`src/rtl/perm_cost_eval_pkg.sv`:
```
// Shared types and constants for the permutation cost evaluator.
package perm_cost_eval_pkg;

  localparam int N_PERM = 8;
  localparam int JOB_W  = 3;

  typedef logic [JOB_W-1:0] job_t;

  // Worker w's job lives in element w (worker 0 / input A in the low bits).
  typedef logic [N_PERM-1:0][JOB_W-1:0] perm_t;

  typedef enum logic [2:0] {
    READ = 3'd0,
    ACC  = 3'd1,
    CMP  = 3'd2,
    NEXT = 3'd3,
    WAIT = 3'd4,
    DONE = 3'd5
  } state_t;

  localparam job_t LAST_IDX = job_t'(N_PERM - 1);

  // 0,1,2,...,7 for workers 0..7.
  localparam perm_t IDENTITY  = {3'd7, 3'd6, 3'd5, 3'd4, 3'd3, 3'd2, 3'd1, 3'd0};
  // 7,6,5,...,0 for workers 0..7: the final permutation in lexicographic order.
  localparam perm_t LAST_PERM = {3'd0, 3'd1, 3'd2, 3'd3, 3'd4, 3'd5, 3'd6, 3'd7};

endpackage

```
`src/rtl/perm_cost_eval_cost_accum.sv`:
```
// Cost accumulator plus running minimum and tie counter, driven by FSM strobes.
module perm_cost_eval_cost_accum #(
  parameter int COST_W = 7,
  parameter int SUM_W  = 10,
  parameter int CNT_W  = 16
) (
  input  logic              clk,
  input  logic              reset,
  input  logic              clr,
  input  logic              add,
  input  logic              cmp,
  input  logic [COST_W-1:0] cost,
  output logic [SUM_W-1:0]  min_cost,
  output logic [CNT_W-1:0]  match_count
);

  logic [SUM_W-1:0] acc;

  // Sum the eight ROM entries of the permutation under evaluation.
  // NOTE: sequential state is always assigned with <= so every register samples pre-edge values.
  always_ff @(posedge clk or posedge reset) begin
    if (reset) begin
      acc <= '0;
    end else if (clr) begin
      acc <= '0;
    end else if (add) begin
      acc <= acc + SUM_W'(cost);
    end
  end

  // Replace the minimum on a strictly smaller total; count every total equal to it.
  always_ff @(posedge clk or posedge reset) begin
    if (reset) begin
      min_cost    <= '1;
      match_count <= '0;
    end else if (cmp) begin
      if (acc < min_cost) begin
        min_cost    <= acc;
        match_count <= CNT_W'(1);
      end else if (acc == min_cost) begin
        match_count <= match_count + CNT_W'(1);
      end
    end
  end

endmodule

```
`src/rtl/perm_cost_eval.sv`:
```
// Evaluates every permutation from the generator against a cost ROM and
// reports the minimum total cost and how many permutations reach it.
module perm_cost_eval
  import perm_cost_eval_pkg::*;
#(
  parameter int COST_W = 7,
  parameter int SUM_W  = 10,
  parameter int CNT_W  = 16
) (
  input  logic              clk,
  input  logic              reset,
  input  logic              perm_valid,
  input  logic [JOB_W-1:0]  A,
  input  logic [JOB_W-1:0]  B,
  input  logic [JOB_W-1:0]  C,
  input  logic [JOB_W-1:0]  D,
  input  logic [JOB_W-1:0]  E,
  input  logic [JOB_W-1:0]  F,
  input  logic [JOB_W-1:0]  G,
  input  logic [JOB_W-1:0]  H,
  output logic              next,
  output logic              cost_rd,
  output logic [JOB_W-1:0]  W,
  output logic [JOB_W-1:0]  J,
  input  logic [COST_W-1:0] Cost,
  output logic [SUM_W-1:0]  MinCost,
  output logic [CNT_W-1:0]  MatchCount,
  output logic              Valid
);

  state_t state_q, state_d;
  job_t   idx_q, idx_d;
  perm_t  snap_q, snap_d;

  logic acc_clr, acc_add, acc_cmp;

  // Next-state logic: walk the 8 reads, settle the last one, compare, then
  // request and wait for the following permutation.
  // NOTE: every variable gets a default before the case so no path can infer a latch.
  always_comb begin
    state_d = state_q;
    idx_d   = idx_q;
    snap_d  = snap_q;
    case (state_q)
      READ: begin
        // cost_rd is low in READ only on the first cycle after reset; that
        // cycle issues read 0 of the identity without advancing idx.
        if (cost_rd) begin
          if (idx_q == LAST_IDX) begin
            state_d = ACC;
          end else begin
            idx_d = idx_q + job_t'(1);
          end
        end
      end
      ACC:  state_d = CMP;
      CMP:  state_d = (snap_q == LAST_PERM) ? DONE : NEXT;
      NEXT: state_d = WAIT;
      WAIT: begin
        if (perm_valid) begin
          snap_d  = {H, G, F, E, D, C, B, A};
          idx_d   = '0;
          state_d = READ;
        end
      end
      DONE:    state_d = DONE;
      default: state_d = READ;
    endcase
  end

  // State, snapshot and outputs; outputs are decoded from the next state so
  // that each registered output lines up with the state it belongs to.
  // NOTE: the snapshot register array is reset on purpose: the identity is evaluated straight from it.
  always_ff @(posedge clk or posedge reset) begin
    if (reset) begin
      state_q <= READ;
      idx_q   <= '0;
      snap_q  <= IDENTITY;
      next    <= 1'b0;
      cost_rd <= 1'b0;
      W       <= '0;
      J       <= '0;
      Valid   <= 1'b0;
    end else begin
      state_q <= state_d;
      idx_q   <= idx_d;
      snap_q  <= snap_d;
      next    <= (state_d == NEXT);
      cost_rd <= (state_d == READ);
      W       <= (state_d == READ) ? idx_d : '0;
      J       <= (state_d == READ) ? snap_d[idx_d] : '0;
      Valid   <= (state_d == DONE);
    end
  end

  // Cost of read k arrives during READ idx k+1 (read 7 during ACC).
  assign acc_clr = (state_q == READ) && (idx_q == '0);
  assign acc_add = ((state_q == READ) && (idx_q != '0)) || (state_q == ACC);
  assign acc_cmp = (state_q == CMP);

  perm_cost_eval_cost_accum #(
    .COST_W (COST_W),
    .SUM_W  (SUM_W),
    .CNT_W  (CNT_W)
  ) u_cost_accum (
    .clk         (clk),
    .reset       (reset),
    .clr         (acc_clr),
    .add         (acc_add),
    .cmp         (acc_cmp),
    .cost        (Cost),
    .min_cost    (MinCost),
    .match_count (MatchCount)
  );

endmodule

```
`config.mk`:
```
export PLATFORM = sky130hd
export DESIGN_NAME = perm_cost_eval
export DESIGN_NICKNAME = d
export VERILOG_FILES = /design/src/rtl/perm_cost_eval_pkg.sv /design/src/rtl/perm_cost_eval_cost_accum.sv /design/src/rtl/perm_cost_eval.sv
export SDC_FILE = /design/constraint.sdc
export NUM_CORES = 1
export LEC_CHECK = 0
export ABC_AREA = 0
export BUFFER_PORTS_ARGS = -buffer_cell sky130_fd_sc_hd__buf_2
export CORE_ASPECT_RATIO = 2
export CORE_UTILIZATION = 50
export CTS_BUF_LIST = sky130_fd_sc_hd__clkbuf_8
export CTS_CLUSTER_DIAMETER = 100
export DETAILED_ROUTE_END_ITERATION = 10
export PLACE_DENSITY = 0.76
export RECOVER_POWER = 100
export REMOVE_ABC_BUFFERS = 1
export SETUP_SLACK_MARGIN = 0.5
export SYNTH_ARGS = -nofsm -noshare
export SYNTH_HDL_FRONTEND = slang
export SYNTH_SLANG_ARGS = --single-unit
```
`constraint.sdc`:
```
create_clock -name clk -period 3.4 [get_ports clk]
set_clock_uncertainty 0.05 [all_clocks]
set_input_delay 0.34 -clock clk [delete_from_list [all_inputs] [get_ports clk]]
set_output_delay 0.34 -clock clk [all_outputs]
set_load 0.005 [all_outputs]
```
### Word-level counts from Yosys, hierarchy flattened

Cells that the tools add are included.

* flip-flop bits (word level): 75
* latch bits: 0
* bits in writable memories: 0
* ROM bits: 0
* output and inout bits: 35
* logic and storage cells: 63
* memories kept: 0

* add/subtract/negate cells: 3
* $mul: 0
* div/mod/pow operators: 0
* magnitude comparators: 2
* equal/unequal tests: 10
* shift operators: 0
* mux-type cells: 19
* bitwise operators: 0
* reductions and logical operators: 11

Operator list (count)
* 2-to-1 mux 24 bit: 2
* 2-to-1 mux 16 bit: 2
* 2-to-1 mux 3 bit: 10
* == test 24 x 19 -> 1 bit (second input constant): 1
* 2-to-1 mux 10 bit: 2
* case mux 3 bit (6 select lines): 1
* adder 16 x 1 -> 16 bit (second input constant): 1
* == test 3 bit (second input constant): 4
* adder 10 x 7 -> 10 bit: 1
* == test 10 bit: 1
* < comparator 10 bit: 1
* binary-select mux 3 bit (select 3 bit): 1
* == test 3 x 2 -> 1 bit (second input constant): 3
* zero test 3 bit: 3
* case mux 3 bit (2 select lines): 1
* < comparator 3 x 4 -> 1 bit (second input constant): 1
* AND reduction 2 bit: 2
* nonzero test 2 bit: 2
* adder 3 x 1 -> 3 bit (second input constant): 1
* == test 3 x 1 -> 1 bit (second input constant): 1
* nonzero test 3 bit: 1
* logical AND 1 bit: 2
* logical OR 1 bit: 1

### Logic depth before layout (Yosys ltp)

* depth after elaboration: 7
* depth in mapped cells: 9
* mapped depth without buffers: 9

### Cells and area by module

A second synthesis with hierarchy kept.

* cell total of the unflattened synthesis: 389
* area, all modules: 4127.7 µm²

By module, submodules not included
* perm_cost_eval_cost_accum: times used 1, cells each 241, area each 2225.9 µm², seq. area each 913.4 µm²
* perm_cost_eval: times used 1, cells each 148, area each 1901.8 µm², seq. area each 991.0 µm²

### Worst setup path after synthesis

Ideal clock, no wire load.

* path kind: flip-flop to flip-flop
* start: register u_cost_accum.min_cost[7]
* end: register u_cost_accum.match_count[12]
* library setup time: 0.132 ns
* arrival time: 2.266 ns
* setup slack: 0.952 ns
* cell stages (with the launch flop): 9
* path buffers: 1
* clock period less this slack: 2.448 ns
* path through: dfstp_2 inv_1 ha_1 a21o_1 a21o_1 a21o_1 a211oi_1 clkbuf_1 nor2_1

* longest elaborated chain between the ends: 3
* elaborated cells between the ends (all ways): 5
* those cells by class: 1 x order compare; 1 x eq/ne; 1 x mux; 2 x reduce/logical

RTL lines
* from (decl): line perm_cost_eval_cost_accum.sv:13 `output logic [SUM_W-1:0] min_cost,`
* from (signal assigned): line perm_cost_eval_cost_accum.sv:34 `min_cost <= '1;`
* from (signal assigned): line perm_cost_eval_cost_accum.sv:38 `min_cost <= acc;`
* < comparator 10 bit / == test 10 bit (equally long branches): line perm_cost_eval_cost_accum.sv:37, perm_cost_eval_cost_accum.sv:40
* nonzero test 2 bit (no source line)
* AND reduction 2 bit (no source line)
* to (signal assigned): line perm_cost_eval_cost_accum.sv:41 `match_count <= match_count + CNT_W'(1);`
* to (decl): line perm_cost_eval_cost_accum.sv:14 `output logic [CNT_W-1:0] match_count`

Several ways; a longest one is shown, not always the timed one.
A chain may end at the register's enable or synchronous reset.

### Final worst setup path

* start: register state_q[1]
* end: register J[1]

* longest elaborated chain between the ends: 5
* elaborated cells between the ends (all ways): 16
* those cells by class: 5 x eq/ne; 9 x mux; 2 x reduce/logical

RTL lines
* from (decl): line perm_cost_eval.sv:31 `state_t state_q, state_d;`
* from (signal assigned): line perm_cost_eval.sv:85 `state_q <= state_d;`
* == test 3 bit / zero test 3 bit (equally long branches): line perm_cost_eval.sv:44 `case (state_q)`
* case mux 3 bit (2 select lines) *: line perm_cost_eval.sv:44
* named net idx_d[1]: line perm_cost_eval.sv:32 `job_t idx_q, idx_d;`
* binary-select mux 3 bit (select 3 bit) *: line perm_cost_eval.sv:91 `J <= (state_d == READ) ? snap_d[idx_d] : '0;`
* 2-to-1 mux 3 bit (implied by the code) *: line perm_cost_eval.sv:91
* 2-to-1 mux 3 bit *: line perm_cost_eval.sv:91
* to (signal assigned): line perm_cost_eval.sv:91
* to (decl): line perm_cost_eval.sv:24 `output logic [JOB_W-1:0] J,`

The timed path passes the listed nets; every way through them passes the cells marked *. The select of a mux whose other input is x is not followed.

==> flow_summary.json <==
{
  "status": "finished with violations",
  "violations": "capacitance limit, slew limit",
  "fin_crit_ps": 2860,
  "setup_violations": 0,
  "clk_pin_slew_ps": 70,
  "swShare_pct": 37.9,
  "synth_area_sq_mm": 0.00391,
  "syn_inst": 359,
  "die_w_um": 64.6,
  "synth_flop_cell": "dfrtp_1",
  "r2r_cells": 6,
  "p_leak_nw": 2.12,
  "max_freq_ghz": 0.349,
  "io_pins": 69,
  "ys_seq_area_share_pct": 48.7,
  "drt-wirelength-per-cell_um": 16.1,
  "hpwlAfterDp_mm": 6.47,
  "fp-row-count": 45,
  "finalCritPeriodShare_pct": 84.2,
  "path_cells": "nor3_1 > a211o_1 > and2_0 > inv_1 > mux4_2 > a22o_1",
  "ant_nets": 0,
  "synth_largest_area_cell": "dfrtp_1",
  "antenna_found_initial": 0,
  "cts_max_level": 3,
  "rsz0062_at_grt": "false",
  "synth.area.top_cells": "dfrtp_1 (34%), dfstp_2 (15%), mux2_2 (8.1%)",
  "required_ps": 3580,
  "clk_path_buf_depth": 2,
  "via_per_inst": 5.63,
  "area_delta_synth_final_pct": 15.9,
  "worstHoldPathCells": 2,
  "fp.dieH_um": 127,
  "cts_tree": "done",
  "holdPathEnd": "snap_q[9]",
  "power.internal_w": 0.00253,
  "slew_viol_final": 50,
  "max-slew-margin-rel_pct": -23.3,
  "ys_seq_elements": 75,
  "diodes": 0,
  "worstReg2RegStart": "state_q[1]",
  "start_util_pct": 51.5,
  "worstPathArrival_ps": 3050,
  "final-hold-violation-count": 0,
  "synth-async-reset-ratio_pct": 100,
  "powerDensity_mw_per_mm2": 900,
  "peakVddDrop_mv": 0.550,
  "yosysWarnings": 0,
  "synth_edf_count": 0,
  "dieArea_sq_mm": 0.00821,
  "yosys.cell_types.count": 53,
  "p_clk_share_pct": 16.5,
  "grtUsageTotal_pct": 22.8,
  "post-cts-setup-buffers": 0,
  "cts_root_buf": "clkbuf_8",
  "fillers": 665,
  "max_stage_delay_ps": 530,
  "final_nets": 485,
  "grt_pass1_wl_mm": 14.2,
  "drtPass1Iterations": 4,
  "gr-total-overflow": 0,
  "path_delay_family": "simple AND/OR/NAND/NOR gates",
  "final_cells": 529,
  "crit_fanout": 12,
  "combPwrFrac_pct": 44.8,
  "hp-class": "in2reg",
  "grt_pass1_vias": 3082,
  "worstSkewPairLatency_ps": 340,
  "worstSetupPathType": "reg2reg",
  "numCtsBuffers": 9,
  "worstMarginPinSlew_ps": 1850,
  "hold_ws_ps": 177,
  "cp_slowest_cell": "nor3_1",
  "p_switching_w": 0.00155,
  "dr.first_iter.drc_count": 230,
  "pwr-share-seq_pct": 38.7,
  "placed_cells": 513,
  "cp_num_buf_inv": 1,
  "coreArea_sq_mm": 0.00760,
  "port_buffers": 68,
  "startpoint_type": "flip-flop",
  "cts_sinks": 75,
  "cts-resized-gates": 0,
  "syn_avg_cell_area_sq_um": 10.9,
  "gp_congestion": 0.759,
  "drc_errors": 0,
  "drt-total-wl_mm": 8.51,
  "max-cap-violations": 1,
  "hp-start": "D[0]",
  "reg2reg_to": "J[1]",
  "yosysTopAreaCellShare_pct": 33.9,
  "endpoint_kind": "flip-flop",
  "rrSetupSlack_ps": 540,
  "grt_start_max_net_pins": 50,
  "vias": 2976,
  "drive_gt1_share_pct": 26.9
}
[repair_timing]
item	CTS	global route
hold endpoints to repair	0	0
hold buffers	0	0
setup endpoints to repair	0	2
[power groups by stage]
stage	combinational (W)	clock [W]	sequential, W
global route	0.00205	0.000727	0.00162
CTS	0.00188	0.000695	0.00159
detailed placement	0.00187	0	0.00160
finish	0.00183	0.000674	0.00158
global placement	0.00180	0	0.00158
floorplan	0.00135	0	0.00152
[stage by stage]
stage          TNS, ps  total power, W  instance area, sq um  util, %  setup slack [ps]
4_1_cts              0         0.00417                  4570     60.1               689
5_1_grt              0         0.00440                  4530     59.7               365
3_5_place_dp         0         0.00347                  4370     57.5               710
2_1_floorplan    -3600         0.00287                  3860        -              -354
6_report             0         0.00408                  4530     59.7               536
3_3_place_gp         0         0.00338                  4370     57.5               788
[cells in the mapped netlist (5+ instances only)]
master / number
clkbuf_1: 5
a21oi_1: 14
dfstp_2: 22
ha_1: 20
o21ai_0: 25
nor2_1: 25
inv_1: 28
nor3_1: 7
xor2_1: 5
dfrtp_1: 53
or3_1: 8
nand4_1: 10
nand2_1: 22
mux2_2: 28
a21o_1: 8
mux2i_1: 5
nand3_1: 6
xnor2_1: 8
nor2b_1: 5
[logic make-up after synthesis]
group,Yosys count,synth area share [%]
multiplexers,37,11.6
XOR/XNOR,13,2.91
AO/OA/AOI/OAI,67,10.5
flip-flops,75,48.7
AND/OR/NAND/NOR,105,15.1
buffers and inverters,41,4.25
adder cells (fa/ha/maj),21,6.91
[worst reg2reg max path: cells and delay by family, from the launching register on]
| kind | cells | cell delay (ps) |
|---|---|---|
| AND/OR/NAND/NOR | 2 | 1040 |
| AO/OA/AOI/OAI | 2 | 430 |
| buffers and inverters | 1 | 270 |
| flip-flops | 1 | 490 |
| multiplexers | 1 | 490 |
[final cells by class]
class / count / area, sq um / share of cell area [%]
Sequential cell: 75 / 1900 / 42.0
Clock buffer: 11 / 151 / 3.34
Clock inverter: 5 / 46.3 / 1.02
Multi-Input combinational cell: 243 / 1850 / 40.7
Inverter: 29 / 109 / 2.40
Timing Repair Buffer: 72 / 359 / 7.92
Tap cell: 94 / 118 / 2.59
[worst max path at each step]
stage,start,to,slack (ps),depth (start not counted)
3_5_place_dp,u_cost_accum.min_cost[8],u_cost_accum.match_count[14],710,7
2_1_floorplan,u_cost_accum.min_cost[7],u_cost_accum.min_cost[0],-350,7
6_report,state_q[1],J[1],540,6
5_1_grt,idx_q[1],J[1],370,7
4_1_cts,u_cost_accum.min_cost[8],u_cost_accum.match_count[14],690,7
3_3_place_gp,u_cost_accum.min_cost[8],u_cost_accum.match_count[14],790,7
[cell usage in the layout (no fill, tap or decap), drive strengths merged, types with 6 or more instances in the layout]
cell type | synthesis | routed
a21o | 8 | 8
a21oi | 15 | 15
buf | 7 | 58
clkbuf | 5 | 25
dfrtp | 53 | 53
dfstp | 22 | 22
ha | 20 | 20
inv | 29 | 32
mux2 | 28 | 28
nand2 | 22 | 22
nand3 | 6 | 6
nand4 | 11 | 11
nor2 | 25 | 25
nor3 | 8 | 8
o21ai | 25 | 25
or3 | 8 | 8
xnor2 | 8 | 8
[state kept, by name (all words and copies together) (netlist names)]
| name | count |
|---|---|
| u_cost_accum.acc | 10 |
| cost_rd | 1 |
| state_q | 3 |
| snap_q | 24 |
| u_cost_accum.min_cost | 10 |
| J | 3 |
| idx_q | 3 |
| next | 1 |
| Valid | 1 |
| W | 3 |
| u_cost_accum.match_count | 16 |
[routing by layer]
metal / track usage (%) / share of wire, %
met5: 0 / 0
met4: 9.28 / 2.2
met3: 6.16 / 4.2
met2: 42.2 / 57
met1: 23.6 / 37
Note: power is estimated with default switching activity, not from simulation.
